File: config.mk
export PLATFORM = sky130hd
export DESIGN_NAME = bitmask_frame_packer_flat
export DESIGN_NICKNAME = d
export VERILOG_FILES = /design/src/rtl/cam_pkg.sv /design/src/rtl/bitmask_frame_packer_if.sv /design/src/rtl/bitmask_frame_packer_assembler.sv /design/src/rtl/bitmask_frame_packer.sv /design/src/flat_wrapper.sv
export SDC_FILE = /design/constraint.sdc
export NUM_CORES = 1
export LEC_CHECK = 0
export ABC_AREA = 1
export BUFFER_PORTS_ARGS = -buffer_cell sky130_fd_sc_hd__buf_4
export CAP_MARGIN = 20
export CORE_UTILIZATION = 48
export CTS_BUF_LIST = sky130_fd_sc_hd__clkbuf_4 sky130_fd_sc_hd__clkbuf_8
export DETAILED_ROUTE_END_ITERATION = 10
export PLACE_DENSITY_LB_ADDON = 0.12
export SYNTH_ARGS = -nofsm -noshare
export SYNTH_HDL_FRONTEND = slang
export SYNTH_SLANG_ARGS = --single-unit
File: constraint.sdc
create_clock -name cam_pclk -period 4.8 [get_ports cam_pclk]
set_input_delay 0.24 -clock cam_pclk [delete_from_list [all_inputs] [get_ports cam_pclk]]
set_output_delay 0.24 -clock cam_pclk [all_outputs]
set_load 0.03 [all_outputs]
File: src/rtl/cam_pkg.sv
// Shared constants, address types and packer state encoding for the camera bitmask path.
package cam_pkg;
  localparam int FRAME_W        = 320;
  localparam int FRAME_H        = 240;
  localparam int NUM_PIXELS     = FRAME_W * FRAME_H;
  localparam int WORD_W         = 16;
  localparam int WORDS_PER_BANK = NUM_PIXELS / WORD_W;
  localparam int BANK_BIT       = 13;
  localparam int PIX_ADDR_W     = 17;
  localparam int RAM_ADDR_W     = BANK_BIT + 1;

  typedef logic [PIX_ADDR_W-1:0] pix_addr_t;
  typedef logic [PIX_ADDR_W-1:0] pix_cnt_t;
  typedef logic [RAM_ADDR_W-1:0] ram_addr_t;
  typedef logic [WORD_W-1:0]     ram_word_t;

  typedef enum logic [1:0] {
    ST_WAIT   = 2'd0,
    ST_ACTIVE = 2'd1,
    ST_FLUSH  = 2'd2,
    ST_SWAP   = 2'd3
  } pack_state_t;
endpackage

File: src/rtl/bitmask_frame_packer_if.sv
// Pixel-in / SPRAM-out bundle of the frame packer; slave is the packer, master the camera side.
interface bitmask_frame_packer_if;
  import cam_pkg::*;

  pix_addr_t pix_addr;
  logic      pix_data;
  logic      pix_en;
  logic      frame_done;

  ram_addr_t ram_addr;
  ram_word_t ram_wdata;
  logic [3:0] ram_maskwe;
  logic      ram_we;

  logic      rd_bank;
  logic      frame_valid;
  pix_cnt_t  frame_ones;
  logic      addr_err;

  modport master (
    output pix_addr, pix_data, pix_en, frame_done,
    input  ram_addr, ram_wdata, ram_maskwe, ram_we, rd_bank, frame_valid, frame_ones, addr_err
  );

  modport slave (
    input  pix_addr, pix_data, pix_en, frame_done,
    output ram_addr, ram_wdata, ram_maskwe, ram_we, rd_bank, frame_valid, frame_ones, addr_err
  );
endinterface

File: src/rtl/bitmask_frame_packer_assembler.sv
// Collects single pixels into a word; word_done/word_dat are combinational in the capture cycle.
// No backpressure: one bit per cycle, clr drops any partial word after presenting it.
module bit_word_assembler #(
  parameter int WORD_W = 16
) (
  input  logic                      clk,
  input  logic                      nreset,
  input  logic                      bit_vld,
  input  logic [$clog2(WORD_W)-1:0] bit_idx,
  input  logic                      bit_dat,
  input  logic                      clr,
  output logic                      word_done,
  output logic                      part_vld,
  output logic [WORD_W-1:0]         word_dat
);
  localparam int IDX_W = $clog2(WORD_W);
  localparam logic [IDX_W-1:0] LAST_IDX = IDX_W'(WORD_W - 1);

  logic [WORD_W-1:0] asm_q, asm_d, merged;
  logic              pend_q, pend_d;

  always_comb begin
    merged = asm_q;
    if (bit_vld) merged[bit_idx] = bit_dat;
    word_done = bit_vld && (bit_idx == LAST_IDX);
    // part_vld reflects what would remain pending after this cycle's bit
    part_vld  = bit_vld ? !word_done : pend_q;
    word_dat  = merged;
    asm_d     = merged;
    pend_d    = part_vld;
    if (word_done || clr) begin
      asm_d  = '0;
      pend_d = 1'b0;
    end
  end

  always_ff @(posedge clk) begin
    if (!nreset) begin
      asm_q  <= '0;
      pend_q <= 1'b0;
    end else begin
      asm_q  <= asm_d;
      pend_q <= pend_d;
    end
  end
endmodule

File: src/rtl/bitmask_frame_packer.sv
// Packs 1-bit pixels into 16-bit SPRAM words across ping-pong banks; writes land 1 cycle after the
// completing pixel, stats publish 2 cycles after frame_done. No backpressure: pixels in FLUSH/SWAP drop.
module bitmask_frame_packer
  import cam_pkg::*;
#(
  parameter int NUM_PIXELS = cam_pkg::NUM_PIXELS,
  parameter int WORD_W     = cam_pkg::WORD_W,
  parameter int BANK_BIT   = cam_pkg::BANK_BIT
) (
  input  logic                  cam_pclk,
  input  logic                  nreset,
  bitmask_frame_packer_if.slave bus
);
  localparam int IDX_W = $clog2(WORD_W);
  localparam pix_addr_t LAST_PIX = pix_addr_t'(NUM_PIXELS - 1);

  pack_state_t       state_q, state_d;
  logic              wr_bank_q, wr_bank_d;
  logic              rd_bank_q, rd_bank_d;
  logic              frame_valid_q, frame_valid_d;
  pix_cnt_t          frame_ones_q, frame_ones_d;
  pix_cnt_t          ones_acc_q, ones_acc_d;
  logic              addr_err_q, addr_err_d;
  logic              err_acc_q, err_acc_d;
  pix_addr_t         prev_addr_q, prev_addr_d;
  logic              prev_vld_q, prev_vld_d;
  logic              ram_we_q, ram_we_d;
  logic [3:0]        ram_maskwe_q, ram_maskwe_d;
  ram_addr_t         ram_addr_q, ram_addr_d;
  logic [WORD_W-1:0] ram_wdata_q, ram_wdata_d;

  logic                in_range, dup, gap, pix_acc, asm_clr, end_frame;
  logic                word_done, part_vld;
  logic [WORD_W-1:0]   word_dat;
  logic [BANK_BIT-1:0] word_idx;

  always_comb begin
    in_range  = (bus.pix_addr <= LAST_PIX);
    dup       = prev_vld_q && (bus.pix_addr == prev_addr_q);
    gap       = prev_vld_q && (bus.pix_addr != prev_addr_q + pix_addr_t'(1));
    pix_acc   = bus.pix_en && in_range && !dup &&
                ((state_q == ST_WAIT) || (state_q == ST_ACTIVE));
    end_frame = (state_q == ST_ACTIVE) && bus.frame_done;
    asm_clr   = end_frame;
    word_idx  = pix_acc ? bus.pix_addr[IDX_W +: BANK_BIT] : prev_addr_q[IDX_W +: BANK_BIT];
  end

  bit_word_assembler #(.WORD_W(WORD_W)) u_asm (
    .clk       (cam_pclk),
    .nreset    (nreset),
    .bit_vld   (pix_acc),
    .bit_idx   (bus.pix_addr[IDX_W-1:0]),
    .bit_dat   (bus.pix_data),
    .clr       (asm_clr),
    .word_done (word_done),
    .part_vld  (part_vld),
    .word_dat  (word_dat)
  );

  always_comb begin
    state_d       = state_q;
    wr_bank_d     = wr_bank_q;
    rd_bank_d     = rd_bank_q;
    frame_valid_d = frame_valid_q;
    frame_ones_d  = frame_ones_q;
    ones_acc_d    = ones_acc_q;
    addr_err_d    = addr_err_q;
    err_acc_d     = err_acc_q;
    prev_addr_d   = prev_addr_q;
    prev_vld_d    = prev_vld_q;
    ram_we_d      = 1'b0;
    ram_maskwe_d  = 4'h0;
    ram_addr_d    = ram_addr_q;
    ram_wdata_d   = ram_wdata_q;

    if (pix_acc) begin
      ones_acc_d  = ones_acc_q + pix_cnt_t'(bus.pix_data);
      prev_addr_d = bus.pix_addr;
      prev_vld_d  = 1'b1;
    end
    if ((bus.pix_en && !pix_acc) || (pix_acc && gap)) err_acc_d = 1'b1;

    // A completed word and the end-of-frame partial word share one write path
    if (word_done || (end_frame && part_vld)) begin
      ram_we_d               = 1'b1;
      ram_maskwe_d           = 4'hF;
      ram_addr_d             = '0;
      ram_addr_d[BANK_BIT]   = wr_bank_q;
      ram_addr_d[BANK_BIT-1:0] = word_idx;
      ram_wdata_d            = word_dat;
    end

    case (state_q)
      ST_WAIT:   if (pix_acc) state_d = ST_ACTIVE;
      ST_ACTIVE: if (bus.frame_done) state_d = ST_FLUSH;
      ST_FLUSH: begin
        // Publication registers here so it is visible during SWAP, after the flush write
        rd_bank_d     = wr_bank_q;
        wr_bank_d     = !wr_bank_q;
        frame_ones_d  = ones_acc_q;
        addr_err_d    = err_acc_q;
        frame_valid_d = 1'b1;
        ones_acc_d    = '0;
        err_acc_d     = bus.pix_en;
        prev_addr_d   = '0;
        prev_vld_d    = 1'b0;
        state_d       = ST_SWAP;
      end
      ST_SWAP:   state_d = ST_WAIT;
      default:   state_d = ST_WAIT;
    endcase
  end

  always_ff @(posedge cam_pclk) begin
    if (!nreset) begin
      state_q       <= ST_WAIT;
      wr_bank_q     <= 1'b0;
      rd_bank_q     <= 1'b1;
      frame_valid_q <= 1'b0;
      frame_ones_q  <= '0;
      ones_acc_q    <= '0;
      addr_err_q    <= 1'b0;
      err_acc_q     <= 1'b0;
      prev_addr_q   <= '0;
      prev_vld_q    <= 1'b0;
      ram_we_q      <= 1'b0;
      ram_maskwe_q  <= 4'h0;
      ram_addr_q    <= '0;
      ram_wdata_q   <= '0;
    end else begin
      state_q       <= state_d;
      wr_bank_q     <= wr_bank_d;
      rd_bank_q     <= rd_bank_d;
      frame_valid_q <= frame_valid_d;
      frame_ones_q  <= frame_ones_d;
      ones_acc_q    <= ones_acc_d;
      addr_err_q    <= addr_err_d;
      err_acc_q     <= err_acc_d;
      prev_addr_q   <= prev_addr_d;
      prev_vld_q    <= prev_vld_d;
      ram_we_q      <= ram_we_d;
      ram_maskwe_q  <= ram_maskwe_d;
      ram_addr_q    <= ram_addr_d;
      ram_wdata_q   <= ram_wdata_d;
    end
  end

  assign bus.ram_we      = ram_we_q;
  assign bus.ram_maskwe  = ram_maskwe_q;
  assign bus.ram_addr    = ram_addr_q;
  assign bus.ram_wdata   = ram_wdata_q;
  assign bus.rd_bank     = rd_bank_q;
  assign bus.frame_valid = frame_valid_q;
  assign bus.frame_ones  = frame_ones_q;
  assign bus.addr_err    = addr_err_q;
endmodule
File: src/flat_wrapper.sv
// flat-port wrapper written by rule: the top's interface ports become plain ports
module bitmask_frame_packer_flat import cam_pkg::*;
#(
  parameter int NUM_PIXELS = cam_pkg::NUM_PIXELS,
  parameter int WORD_W     = cam_pkg::WORD_W,
  parameter int BANK_BIT   = cam_pkg::BANK_BIT
)
  (cam_pclk, nreset, bus_pix_addr, bus_pix_data, bus_pix_en, bus_frame_done, bus_ram_addr, bus_ram_wdata, bus_ram_maskwe, bus_ram_we, bus_rd_bank, bus_frame_valid, bus_frame_ones, bus_addr_err);
  bitmask_frame_packer_if bus_i ();
  input  logic cam_pclk;
  input  logic nreset;
  input wire logic [$bits(bus_i.pix_addr)-1:0] bus_pix_addr;
  input wire logic [$bits(bus_i.pix_data)-1:0] bus_pix_data;
  input wire logic [$bits(bus_i.pix_en)-1:0] bus_pix_en;
  input wire logic [$bits(bus_i.frame_done)-1:0] bus_frame_done;
  output wire logic [$bits(bus_i.ram_addr)-1:0] bus_ram_addr;
  output wire logic [$bits(bus_i.ram_wdata)-1:0] bus_ram_wdata;
  output wire logic [$bits(bus_i.ram_maskwe)-1:0] bus_ram_maskwe;
  output wire logic [$bits(bus_i.ram_we)-1:0] bus_ram_we;
  output wire logic [$bits(bus_i.rd_bank)-1:0] bus_rd_bank;
  output wire logic [$bits(bus_i.frame_valid)-1:0] bus_frame_valid;
  output wire logic [$bits(bus_i.frame_ones)-1:0] bus_frame_ones;
  output wire logic [$bits(bus_i.addr_err)-1:0] bus_addr_err;
  assign bus_i.pix_addr = bus_pix_addr;
  assign bus_i.pix_data = bus_pix_data;
  assign bus_i.pix_en = bus_pix_en;
  assign bus_i.frame_done = bus_frame_done;
  assign bus_ram_addr = bus_i.ram_addr;
  assign bus_ram_wdata = bus_i.ram_wdata;
  assign bus_ram_maskwe = bus_i.ram_maskwe;
  assign bus_ram_we = bus_i.ram_we;
  assign bus_rd_bank = bus_i.rd_bank;
  assign bus_frame_valid = bus_i.frame_valid;
  assign bus_frame_ones = bus_i.frame_ones;
  assign bus_addr_err = bus_i.addr_err;
  bitmask_frame_packer #(.NUM_PIXELS(NUM_PIXELS), .WORD_W(WORD_W), .BANK_BIT(BANK_BIT)) u_core (.cam_pclk(cam_pclk), .nreset(nreset), .bus(bus_i));
endmodule
**After elaboration in Yosys (flattened, before gate mapping)**

Index checks and enable logic that the tools add are counted.

- Bits in registers: 111
- Input port bits: 22
- Output and inout bits: 55
- Word-level logic and storage cells: 67

- Add/sub/neg operators: 2
- Magnitude comparators: 3
- Equal/unequal tests: 8
- Muxes and demuxes: 13
- Bitwise gates (word level): 1
- Reductions and logical operators: 24

Operators with widths:

| cell | count |
|---|---|
| 17-bit by 1-bit adder with 17-bit output | 1 |
| 17-bit by 1-bit adder with 17-bit output, second input constant | 1 |
| 17-bit == test | 1 |
| 17-bit <= comparator, second input constant | 1 |
| 17-bit inequality test | 1 |
| 16-bit bitwise mux | 1 |
| 16-bit 2-to-1 mux | 1 |
| 13-bit 2-to-1 mux | 1 |
| 1-bit logical AND | 11 |
| 2-bit one-hot mux with 4 select lines | 1 |
| 4-bit by 5-bit less-than comparator with 1-bit output, second input constant | 1 |
| 1-bit 2-to-1 mux | 5 |
| 1-bit demux with 4-bit select | 1 |
| 2-bit == test, second input constant | 2 |
| 4-bit == test, second input constant | 1 |
| 4-bit by 1-bit greater-or-equal comparator with 1-bit output, second input constant | 1 |
| 1-bit zero test | 4 |
| 1-bit logical OR | 4 |
| 2-bit 2-to-1 mux | 2 |
| 4-bit 2-to-1 mux | 1 |
| 2-bit OR reduction | 2 |
| 2-bit by 1-bit == test with 1-bit output, second input constant | 1 |
| 2-bit zero test | 1 |
| 2-bit by 1-bit inequality test with 1-bit output, second input constant | 1 |
| other kinds (4) | 4 |

**Depth between registers and ports, before layout**

Gate-level depths: netlist of the first run.

- Word-level depth: 11
- Mapped depth: 16
- Depth with buffers taken out: 16

**Hierarchy**

From an unflattened synthesis of the first run, not the netlist that was laid out.

- Cell total of the unflattened synthesis: 823
- Area, all modules: 5464.0 um2

By module, submodules not included:

| module | times used | cells each | area each (um2) | seq. area each (um2) |
|---|---|---|---|---|
| bitmask_frame_packer | 1 | 670 | 4524.3 | 1801.7 |
| bit_word_assembler | 1 | 153 | 939.7 | 340.3 |

**Least setup slack after synthesis of the first run**

OpenSTA, ideal clock, no wires.

- Path kind: flip-flop to flip-flop
- Start: register u_core.prev_addr_q[0]
- End: register u_core.err_acc_q
- Data arrival time: 1.599 ns
- Required time: 4.683 ns
- Slack: 3.084 ns
- Stages on the path, launching flop included: 15
- Clock period less this slack: 1.716 ns
- Path through: dfxtp_1 ha_1 nand3_1 nor2_1 nand3_1 inv_1 nand2_1 nand2_1 nand2_1 nor2_1 nand2_1 nand2_1 nand2_1 nand2_1 nand2_1

- Cells in the longest elaborated chain, start to end: 9
- Elaborated cells on any way between the ends: 13

RTL lines:

| item | RTL line | source |
|---|---|---|
| start: declaration | bitmask_frame_packer.sv:25 | `pix_addr_t prev_addr_q, prev_addr_d;` |
| start signal: assignment | bitmask_frame_packer.sv:139 | `prev_addr_q <= prev_addr_d;` |
| branches (longest 7 deep; another with 17-bit by 1-bit adder with 17-bit output) | - |  |
| 1-bit logical OR * | bitmask_frame_packer.sv:81 | `if ((bus.pix_en && !pix_acc) \|\| (pix_acc && gap)) err_acc_d = 1'b1;` |
| 2-bit nonzero test (no source line) * | - |  |
| end signal: assignment | bitmask_frame_packer.sv:138 | `err_acc_q <= err_acc_d;` |
| end: declaration | bitmask_frame_packer.sv:24 | `logic err_acc_q, err_acc_d;` |

Every way passes the cells marked *.
A chain may end at the register's enable or synchronous reset.

**Final worst setup path of the first run**

- Start: register u_core.prev_addr_q[0]
- End: register u_core.ram_addr_q[9] (netlist: u_core.bus.ram_addr[9])

- Cells in the longest elaborated chain, start to end: 10
- Elaborated cells on any way between the ends: 11

RTL lines:

| item | RTL line | source |
|---|---|---|
| 17-bit == test * | bitmask_frame_packer.sv:39 | `dup = prev_vld_q && (bus.pix_addr == prev_addr_q);` |
| 1-bit logical AND * | bitmask_frame_packer.sv:39 |  |
| 1-bit zero test * | bitmask_frame_packer.sv:41 | `pix_acc = bus.pix_en && in_range && !dup &&` |
| 1-bit logical AND * (2 in a row) | bitmask_frame_packer.sv:41 |  |
| 1-bit logical AND | bitmask_frame_packer_assembler.sv:25 | `word_done = bit_vld && (bit_idx == LAST_IDX);` |
| 1-bit zero test | bitmask_frame_packer_assembler.sv:27 | `part_vld = bit_vld ? !word_done : pend_q;` |
| 1-bit 2-to-1 mux | bitmask_frame_packer_assembler.sv:27 |  |
| 1-bit logical AND | bitmask_frame_packer.sv:84 | `if (word_done \|\| (end_frame && part_vld)) begin` |
| 1-bit logical OR | bitmask_frame_packer.sv:84 |  |
| end signal: assignment | bitmask_frame_packer.sv:143 | `ram_addr_q <= ram_addr_d;` |
| end: declaration | bitmask_frame_packer.sv:29 | `ram_addr_t ram_addr_q, ram_addr_d;` |

Mark *: on every way between the ends. The rest lies on a longest branch, timed or not.

==> flow_summary.json, run 1 <==
{
  "hold_buffers": 0,
  "clk_path_buf_depth": 2,
  "synth-warning-count": 0,
  "required_ns": 5.08,
  "critPathKind": "reg -> reg",
  "highest_layer": "met4",
  "cts_htree_levels": 3,
  "reg2reg_from": "u_core.prev_addr_q[0]$_SDFFE_PP0N_",
  "reg2reg_to": "u_core.bus.ram_addr[9]$_SDFFE_PN0P_",
  "syn_inst": 888,
  "critPathCapture": "u_core.bus.ram_addr[9]$_SDFFE_PN0P_",
  "synth_cell_types": 35,
  "startpoint_type": "register",
  "grt_pass1_vias": 4878,
  "cts_resized": 0,
  "synth_top_area_frac": 0.382,
  "drc": 0,
  "tns_ns": 0,
  "rsz0062_at_grt": "no",
  "synthFlopType": "dfxtp_1",
  "avgSynthCellArea_um2": 6.32,
  "clock_skew_ns": 0.0115,
  "cp_max_fo": 40,
  "hold_viol_final": 0,
  "clock.fmax_ghz": 0.330,
  "drtIter0Drc": 242,
  "wl_met2_mm": 5.90,
  "grt_overflow": 0,
  "clk_pin_slew_ns": 0.11,
  "grt_pass1_wl_mm": 22.1,
  "numCtsBuffers": 9,
  "period_share": 0.632,
  "gr-usage-all-layers": 0.233,
  "die_y_um": 110,
  "reg2regPathDepth": 13,
  "drtAntennaViolNets": 0,
  "post_cts_buffers": 0,
  "r2r_slack_ns": 1.77,
  "worst_pin_slew_ns": 0.856,
  "die_w_um": 110,
  "cp-end-kind": "register",
  "power_density_nw_per_um2": 357,
  "areaGrowthSynthToFinish_pct": 13.3,
  "io_buffer_count": 76,
  "crit_path_start": "u_core.prev_addr_q[0]$_SDFFE_PP0N_",
  "initial_core_util": 0.491,
  "clock-sinks": 107,
  "maxCapViolations": 0,
  "vias": 5258,
  "die_area_um2": 12100,
  "wire_per_inst_um": 11.9,
  "clock_latency_ns": 0.39,
  "setup_slack_ns": 1.77,
  "drive_above_1_share": 0.138,
  "final-max-slew-violation-count": 0,
  "hold_class": "in -> reg",
  "cts_root_buf": "clkbuf_8",
  "routabilityCongestion": 0.970,
  "wl_met1_mm": 6.31,
  "io_pins": 77,
  "p_leak_nw": 2.94,
  "avgViaCountPerCell": 4.82,
  "layout.nets": 972,
  "setup_viol": 0,
  "grt_max_degree": 47,
  "diodes": 0,
  "syn_nets": 916,
  "synth_async_sr_flop_share": 0,
  "place_ws_ns": 1.82,
  "ys_seq_area_frac": 0.382,
  "status": "complete, no violations",
  "relSlewSlack": 0.428,
  "drt_wl_total_mm": 13.0,
  "layout_min_cycle_time_ns": 3.03,
  "synthTopCellsByArea": "dfxtp_1 38%, nand2_1 19%, nor2_1 9.7%",
  "wl_met3_um": 575,
  "row_count": 39,
  "worstPathArrival_ns": 3.32,
  "antenna_found_initial": 0,
  "ys_ff_latch": 107,
  "synth_enable_flop_cells": 0,
  "post-dp-hpwl_mm": 9.55,
  "cts_tree": "done",
  "first_pass_iters": 5,
  "core_area_um2": 11400,
  "ir_drop_mv": 0.297,
  "syn_area_um2": 5610,
  "synth_largest_area_cell": "dfxtp_1"
}
[critical path: stages (launching register included)]
cell	delay [ns]
dfxtp_1	0.42
inv_1	0.10
nand2_1	0.07
nand2_1	0.05
nor2_1	0.14
nand2_1	0.09
nor2_2	0.10
nand3_2	0.36
nand2_4	0.53
nand2_2	0.30
nand2_4	0.36
inv_2	0.20
nor2_1	0.14
nor2_1	0.05
[area by class of cell]
| cell class | instances | area, µm² |
|---|---|---|
| Fill cell | 1180 | 5060 |
| Sequential cell | 107 | 2140 |
| Tap cell | 143 | 179 |
| Clock buffer | 9 | 124 |
| Inverter | 126 | 473 |
| Multi-Input combinational cell | 622 | 2800 |
| Timing Repair Buffer | 78 | 586 |
| Clock inverter | 7 | 51.3 |
[placed cells by master, fill, tap and decap left out, drive strengths merged, types with 9 or more instances in the layout]
master  Yosys  routed
inv       124     126
nand3      45      45
o21ai      68      68
clkbuf     14       9
a21oi      22      22
nor2      146     146
dfxtp     107     107
nor3        9       9
nand2     295     295
buf        19      78
[routing by layer]
metal  track usage  vias up
li1              -     2827
met5             0        -
met3        0.0547       13
met2         0.388       91
met4        0.0733        0
met1         0.297     2327
[synthesized netlist by cell type, types with 2 or more instances]
| cell | n |
|---|---|
| o21ai_0 | 48 |
| xor2_1 | 8 |
| ha_1 | 6 |
| dfxtp_1 | 107 |
| buf_2 | 4 |
| nor3_1 | 8 |
| nand3_1 | 42 |
| a21oi_1 | 21 |
| nor3b_2 | 2 |
| o21ai_1 | 6 |
| nand2_4 | 2 |
| buf_4 | 10 |
| nor2_1 | 145 |
| nand3b_1 | 3 |
| nand2_2 | 2 |
| nand3_2 | 3 |
| nor4_1 | 2 |
| clkinv_1 | 2 |
| o21ai_2 | 14 |
| inv_2 | 9 |
| a22o_1 | 2 |
| inv_1 | 115 |
| nand4_1 | 8 |
| nor3b_1 | 2 |
| buf_6 | 4 |
| nand2_1 | 291 |
| clkbuf_1 | 14 |
[power breakdown]
part	total, mW	switching, mW	internal [mW]
clock network	0.516	0.324	0.191
logic	0.701	0.482	0.219
registers	1.05	0.0724	0.982
total	2.27	0.879	1.39
[stage by stage]
step	total power [mW]	hold slack, ns	std cells	cell area [µm²]	util
after floorplan	1.60	0.393	888	5610	-
after global placement	1.77	0.443	1076	6180	0.541
after detailed placement	1.78	0.447	1076	6180	0.541
after CTS	2.29	0.116	1092	6360	0.557
after global routing	2.44	0.114	1092	6360	0.557
final	2.27	0.132	1092	6360	0.557
[registers in the layout, indices dropped and copies added (netlist names), 2 cells and up]
name and count:
u_core.prev_addr_q 17, u_core.ones_acc_q 17, u_core.u_asm.asm_q 16, u_core.bus.ram_addr 14, u_core.bus.frame_ones 17, u_core.state_q 2
u_core.bus.ram_wdata 16
[cells by family after synthesis]
logic type      Yosys count  synth area share
buf+inv                 159             0.119
mux                       1           0.00201
simple gates            512             0.373
compound gates           94            0.0963
fa+ha+maj                 6            0.0134
xor+xnor                  9            0.0141
flops                   107             0.382
[how the worst min path moves through the flow]
stage,from,to,depth (start not counted)
floorplan,bus_pix_en,u_core.err_acc_q$_SDFFE_PN0P_,2
global placement,u_core.bus.frame_ones[8]$_SDFFE_PN0P_,u_core.bus.frame_ones[8]$_SDFFE_PN0P_,2
detailed placement,u_core.bus.frame_ones[8]$_SDFFE_PN0P_,u_core.bus.frame_ones[8]$_SDFFE_PN0P_,2
CTS,bus_pix_en,u_core.err_acc_q$_SDFFE_PN0P_,3
global route,bus_pix_en,u_core.err_acc_q$_SDFFE_PN0P_,3
finish,bus_pix_en,u_core.err_acc_q$_SDFFE_PN0P_,3
Power figures use the tool's default switching activity.
==> inputs of run 2 (changes only) <==
--- a/config.mk
+++ b/config.mk
@@ -5,7 +5,7 @@
 export SDC_FILE = /design/constraint.sdc
 export NUM_CORES = 1
 export LEC_CHECK = 0
-export ABC_AREA = 1
+export ABC_AREA = 0
 export BUFFER_PORTS_ARGS = -buffer_cell sky130_fd_sc_hd__buf_4
 export CAP_MARGIN = 20
 export CORE_UTILIZATION = 48
==> constraint.sdc (replaced) <==
create_clock -name cam_pclk -period 2.6 [get_ports cam_pclk]
set_input_delay 0.13 -clock cam_pclk [delete_from_list [all_inputs] [get_ports cam_pclk]]
set_output_delay 0.13 -clock cam_pclk [all_outputs]
set_load 0.03 [all_outputs]
==> flow_summary.json, run 2 <==
{
  "critPathCapture": "u_core.bus.ram_addr[0]$_SDFFE_PN0P_",
  "wire_per_inst_um": 15.6,
  "routabilityCongestion": 0.861,
  "relSlewSlack": 0.532,
  "cp_max_fo": 10,
  "grt_pass1_vias": 4084,
  "rsz0062_at_grt": "no",
  "maxCapViolations": 0,
  "synthTopCellsByArea": "dfxtp_1 41%, mux2i_1 9.5%, a21oi_1 6.0%",
  "vias": 4499,
  "die_w_um": 106,
  "critPathKind": "reg -> reg",
  "post-dp-hpwl_mm": 9.12,
  "drc": 0,
  "syn_area_um2": 5170,
  "reg2regPathDepth": 7,
  "initial_core_util": 0.499,
  "ys_ff_latch": 107,
  "yosysMostFrequentCell": "dfxtp_1",
  "switching_share": 0.357,
  "avgSynthCellArea_um2": 8.63,
  "clock_skew_ns": 0.0113,
  "drtAntennaViolNets": 0,
  "row_count": 37,
  "layout_commonest_cell": "dfxtp_1",
  "syn_inst": 599,
  "startpoint_type": "register",
  "layout_min_cycle_time_ns": 2.47,
  "cp-end-kind": "register",
  "synth_top_family_by_area": "simple AND/OR/NAND/NOR gates",
  "drive_above_1_share": 0.200,
  "crit_path_start": "u_core.prev_addr_q[8]$_SDFFE_PP0N_",
  "period_share": 0.949,
  "clock.fmax_ghz": 0.405,
  "design_area_um2": 6120,
  "synth_enable_flop_cells": 0,
  "layout.nets": 693,
  "r2r_slack_ns": 0.13,
  "synth_async_sr_flop_share": 0,
  "hold_viol_final": 0,
  "areaGrowthSynthToFinish_pct": 18.4,
  "p_leak_nw": 2.46,
  "clkPwrFrac": 0.245,
  "reg2reg_from": "u_core.prev_addr_q[8]$_SDFFE_PP0N_",
  "clk_path_buf_depth": 2,
  "yosys-top-cells-count": "107 x dfxtp_1, 76 x nor2_1, 62 x a21oi_1",
  "worst_pin_slew_ns": 0.684,
  "numCtsBuffers": 9,
  "drt_wl_total_mm": 12.6,
  "cts_root_buf": "clkbuf_8",
  "io_buffer_count": 76,
  "first_pass_iters": 5,
  "die_area_um2": 11200,
  "worstPathArrival_ns": 2.72,
  "grt_overflow": 0,
  "synthAdderAreaFrac": 0.0145,
  "synth_largest_area_cell": "dfxtp_1",
  "core_area_um2": 10400,
  "dpl-instance-area_um2": 5870,
  "reg2reg_to": "u_core.bus.ram_addr[0]$_SDFFE_PN0P_",
  "grt_pass1_wl_mm": 20.1,
  "tns_ns": 0,
  "required_ns": 2.85,
  "syn_nets": 627,
  "antenna_found_initial": 0,
  "drtIter0Drc": 268,
  "p_int_mw": 2.65,
  "gr-usage-all-layers": 0.226,
  "seq_power_share": 0.465,
  "grt_max_degree": 37,
  "status": "complete, no violations",
  "muxShareOfSynthArea": 0.0992,
  "clock-sinks": 107,
  "ys_seq_area_frac": 0.414,
  "synth_compound_area_frac": 0.173,
  "die_y_um": 106,
  "clock_latency_ns": 0.37,
  "diodes": 0,
  "synth_xor_area_frac": 0.0501,
  "clk_pin_slew_ns": 0.11,
  "switching_power_mw": 1.47,
  "cts_htree_levels": 3,
  "synthSimpleGateAreaFrac": 0.195,
  "synth_top_area_frac": 0.414,
  "power_density_nw_per_um2": 673,
  "final-max-slew-violation-count": 0,
  "hold_class": "in -> reg",
  "synth_cell_types": 60,
  "avgViaCountPerCell": 5.58,
  "cts_tree": "done",
  "synthFlopType": "dfxtp_1",
  "ir_drop_mv": 0.392,
  "final_cell_mix": "107 x dfxtp_1, 103 x buf_4, 76 x nor2_1",
  "hold_buffers": 0,
  "io_pins": 77,
  "p_comb_frac": 0.290,
  "setup_viol": 0,
  "synth-warning-count": 0
}
[run 2: cell count changes in the layout (fill, tap and decap cells not counted), moves of 7 or more]
| cell | delta |
|---|---|
| nand2_1 | -253 |
| inv_1 | -103 |
| nor2_1 | -68 |
| mux2i_1 | +49 |
| a21oi_1 | +40 |
| o21ai_0 | -33 |
| o31ai_1 | +30 |
| buf_4 | +25 |
| nand3_1 | -19 |
| xnor2_1 | +19 |
| o21ai_2 | -14 |
| inv_2 | -9 |
| nand4_1 | +7 |
[run 2: cell families (layout without fill, tap and decap cells)]
kind of cell,Yosys count,count (layout)
and+or+nand+nor,206,206
AOI/OAI and AO/OA,141,141
DFF,107,107
buffers and inverters,61,132
muxes,51,51
xor gates and xnor gates,27,27
adders and majority gates,6,6
[run 2: power groups by stage]
stage | registers, mW | clock network (mW) | logic [mW]
floorplan | 2.05 | 0 | 0.704
global route | 1.94 | 1.11 | 1.29
global placement | 1.95 | 0 | 1.16
detailed placement | 1.95 | 0 | 1.18
CTS | 1.92 | 1.03 | 1.19
finish | 1.92 | 1.01 | 1.19
[run 2: final cells by class]
| type | count | area, µm² |
|---|---|---|
| Multi-Input combinational cell | 431 | 2780 |
| Fill cell | 955 | 4250 |
| Tap cell | 136 | 170 |
| Clock buffer | 10 | 138 |
| Sequential cell | 107 | 2140 |
| Timing Repair Buffer | 104 | 793 |
| Clock inverter | 6 | 56.3 |
| Inverter | 12 | 45.0 |
[run 2: what timing repair did]
| item | 4_1_cts | 5_1_grt |
|---|---|---|
| resized for setup | 0 | 2 |
| setup endpoints to repair | 0 | 34 |
| buffers inserted | 0 | 4 |
[run 2: routing by layer]
metal / track usage / vias to the layer above / routed length [µm]
met4: 0.0546 / 0 / 166
met2: 0.392 / 107 / 6130
li1: - / 2267 / -
met1: 0.295 / 2108 / 5750
met5: 0 / - / 0
met3: 0.0334 / 17 / 535
[run 2: worst min-delay path by stage]
stage | startpoint | end | slack, ns | cells past startpoint
detailed placement | bus_pix_addr[12] | u_core.prev_addr_q[12]$_SDFFE_PP0N_ | 0.46 | 3
floorplan | bus_pix_data | u_core.u_asm.asm_q[13]$_SDFF_PP0_ | 0.30 | 2
global placement | u_core.bus.frame_valid$_SDFFE_PN0P_ | u_core.bus.frame_valid$_SDFFE_PN0P_ | 0.45 | 2
finish | bus_pix_addr[1] | u_core.prev_addr_q[1]$_SDFFE_PP0N_ | 0.08 | 3
CTS | bus_pix_addr[2] | u_core.prev_addr_q[2]$_SDFFE_PP0N_ | 0.06 | 3
global route | bus_pix_addr[0] | u_core.prev_addr_q[0]$_SDFFE_PP0N_ | 0.07 | 3
[run 2: critical path, stage by stage, from the launching register on]
cell and delay (ns):
dfxtp_1 0.46, xnor2_1 0.20, nand4_1 0.20, or3_1 0.46
o21ai_1 0.18, buf_4 0.22, mux2i_1 0.48, a21oi_1 0.13
[run 2: per-stage QoR]
stage                     hold slack, ns  power [mW]  std cells  utilization  setup slack, ns
after floorplan                    0.297        2.76        599            -            0.483
after global placement             0.446        3.11        786        0.566            0.237
after detailed placement           0.460        3.14        786        0.566            0.201
after CTS                         0.0612        4.14        802        0.585            0.150
after global routing              0.0746        4.34        806        0.590           0.0209
final                             0.0768        4.12        806        0.590            0.133
==> inputs of run 3 (changes only) <==
--- a/config.mk
+++ b/config.mk
@@ -6,9 +6,12 @@
 export NUM_CORES = 1
 export LEC_CHECK = 0
 export ABC_AREA = 0
+export ABC_CLOCK_PERIOD_IN_PS = 2600
 export BUFFER_PORTS_ARGS = -buffer_cell sky130_fd_sc_hd__buf_4
 export CAP_MARGIN = 20
-export CORE_UTILIZATION = 48
+export CELL_PAD_IN_SITES_DETAIL_PLACEMENT = 2
+export CELL_PAD_IN_SITES_GLOBAL_PLACEMENT = 2
+export CORE_UTILIZATION = 32
 export CTS_BUF_LIST = sky130_fd_sc_hd__clkbuf_4 sky130_fd_sc_hd__clkbuf_8
 export DETAILED_ROUTE_END_ITERATION = 10
 export PLACE_DENSITY_LB_ADDON = 0.12
==> flow_summary.json, run 3 (synthesis gave the netlist of run 2 again) <==
{
  "grt_pass1_wl_mm": 27.4,
  "tns_ns": 0,
  "row_count": 46,
  "die_y_um": 129,
  "die_area_um2": 16700,
  "hold_class": "in -> reg",
  "setup_slack_ns": 0.0857,
  "cts_htree_levels": 3,
  "avgViaCountPerCell": 5.29,
  "setup_viol": 0,
  "cp-end-kind": "register",
  "drc": 0,
  "p_leak_nw": 2.47,
  "clk_path_buf_depth": 2,
  "worst_path_dominant_cell_family": "simple AND/OR/NAND/NOR gates",
  "min_to": "u_core.prev_addr_q[0]$_SDFFE_PP0N_",
  "fill_cells": 1816,
  "clock-sinks": 107,
  "status": "complete, no violations",
  "startpoint_type": "register",
  "hold_viol_final": 0,
  "wire_per_inst_um": 19.1,
  "grt_pass1_vias": 5040,
  "period_share": 0.967,
  "areaGrowthSynthToFinish_pct": 21.1,
  "rsz0062_at_grt": "no",
  "clock_skew_ns": 0.00693,
  "final_cell_mix": "107 x dfxtp_1, 104 x buf_4, 76 x nor2_1",
  "io_buffer_count": 76,
  "fin_util": 0.396,
  "slowest_delay_ns": 0.45,
  "worst_pin_slew_ns": 0.781,
  "antenna_found_initial": 0,
  "clock.fmax_ghz": 0.398,
  "place_ws_ns": -0.0215,
  "routabilityCongestion": 0.832,
  "r2r_slack_ns": 0.09,
  "layout_min_cycle_time_ns": 2.51,
  "drtAntennaViolNets": 0,
  "vias": 4689,
  "cts_root_buf": "clkbuf_8",
  "diodes": 0,
  "clk_pin_slew_ns": 0.10,
  "cp_max_fo": 9,
  "initial_core_util": 0.327,
  "die_w_um": 129,
  "crit_slowest_cell": "or3_1",
  "drt_wl_total_mm": 16.9,
  "worstPathArrival_ns": 2.79,
  "layout.nets": 694,
  "min_from": "bus_pix_addr[0]",
  "reg2regPathDepth": 7,
  "reg2reg_from": "u_core.prev_addr_q[15]$_SDFFE_PP0N_",
  "grt_overflow": 0,
  "core_area_um2": 15800,
  "numCtsBuffers": 9,
  "post-dp-hpwl_mm": 12.6,
  "grt_max_degree": 37,
  "cts_tree": "done",
  "crit_chain": "xnor2_1 -> nand4_1 -> or3_1 -> o21ai_2 -> buf_4 -> mux2i_1 -> a21oi_1",
  "first_pass_iters": 4,
  "critical_path_buf_inv_count": 1,
  "relSlewSlack": 0.466,
  "drtIter0Drc": 133,
  "ir_drop_mv": 0.337,
  "layout_commonest_cell": "dfxtp_1",
  "power_density_nw_per_um2": 691,
  "reg2reg_to": "u_core.bus.ram_addr[5]$_SDFFE_PN0P_",
  "required_ns": 2.87,
  "final-max-slew-violation-count": 0,
  "io_pins": 77,
  "maxCapViolations": 0,
  "gr-usage-all-layers": 0.213,
  "critPathKind": "reg -> reg",
  "clock_latency_ns": 0.39,
  "holdPathStages": 3,
  "drive_above_1_share": 0.206,
  "power_mw": 4.33
}
run 3: cell types whose count changed in the layout (fill, tap and decap cells not counted), sizes merged:
cell	delta
buf	+1
bufinv	+1
clkbuf	+2
clkinv	-2
inv	-2
run 3: layer usage:
layer,part of all wire,global-route usage,vias up
met4,0.022,0.0803,0
met1,0.47,0.274,2322
li1,-,-,2268
met5,0,0,-
met2,0.48,0.364,70
met3,0.021,0.0264,29
run 3: through the flow:
| step | cell area, µm² | std cells | hold slack [ns] |
|---|---|---|---|
| 2_1_floorplan | 5170 | 599 | 0.297 |
| 6_report | 6260 | 886 | 0.0668 |
| 3_3_place_gp | 6030 | 871 | 0.453 |
| 5_1_grt | 6260 | 886 | 0.0711 |
| 4_1_cts | 6240 | 886 | 0.0423 |
| 3_5_place_dp | 6030 | 871 | 0.466 |
run 3: power breakdown:
group,internal [mW],switching [mW],total (mW)
sequential,1.79,0.138,1.92
combinational,0.487,0.798,1.28
clock,0.522,0.598,1.12
total,2.80,1.53,4.33
run 3: repair_timing:
action | 4_1_cts | 5_1_grt
gates cloned | 0 | 0
setup buffers | 0 | 0
resized for setup | 1 | 4
hold buffers | 0 | 0
setup endpoints to repair | 6 | 14
run 3: worst register-to-register path, delay by kind of cell, from the launching register on:
family,cells,cell delay (ns)
flip-flops,1,0.36
XOR/XNOR,1,0.35
AO/OA/AOI/OAI,2,0.32
buffers and inverters,1,0.27
multiplexers,1,0.40
AND/OR/NAND/NOR,2,0.71
run 3: cell type report:
type                       count  area (µm²)  share of cell area
clock inverter                 3        43.8             0.00699
multi-input combinational    431        2800               0.446
sequential                   107        2140               0.342
inverter                      12        45.0             0.00719
timing repair buffer         105         801               0.128
tap                          216         270              0.0431
clock buffer                  12         165              0.0264
run 3: worst max-delay path by stage:
stage / endpoint / start / slack (ns) / cells past startpoint
floorplan: u_core.err_acc_q$_SDFFE_PN0P_ / u_core.prev_addr_q[3]$_SDFFE_PP0N_ / 0.48 / 7
global placement: u_core.bus.ram_addr[3]$_SDFFE_PN0P_ / u_core.prev_addr_q[5]$_SDFFE_PP0N_ / 0.05 / 7
detailed placement: u_core.bus.ram_addr[3]$_SDFFE_PN0P_ / u_core.prev_addr_q[5]$_SDFFE_PP0N_ / -0.02 / 7
CTS: u_core.bus.ram_addr[3]$_SDFFE_PN0P_ / u_core.prev_addr_q[8]$_SDFFE_PP0N_ / 0.02 / 7
global route: u_core.bus.ram_addr[4]$_SDFFE_PN0P_ / u_core.prev_addr_q[5]$_SDFFE_PP0N_ / 0.01 / 7
finish: u_core.bus.ram_addr[5]$_SDFFE_PN0P_ / u_core.prev_addr_q[15]$_SDFFE_PP0N_ / 0.09 / 7
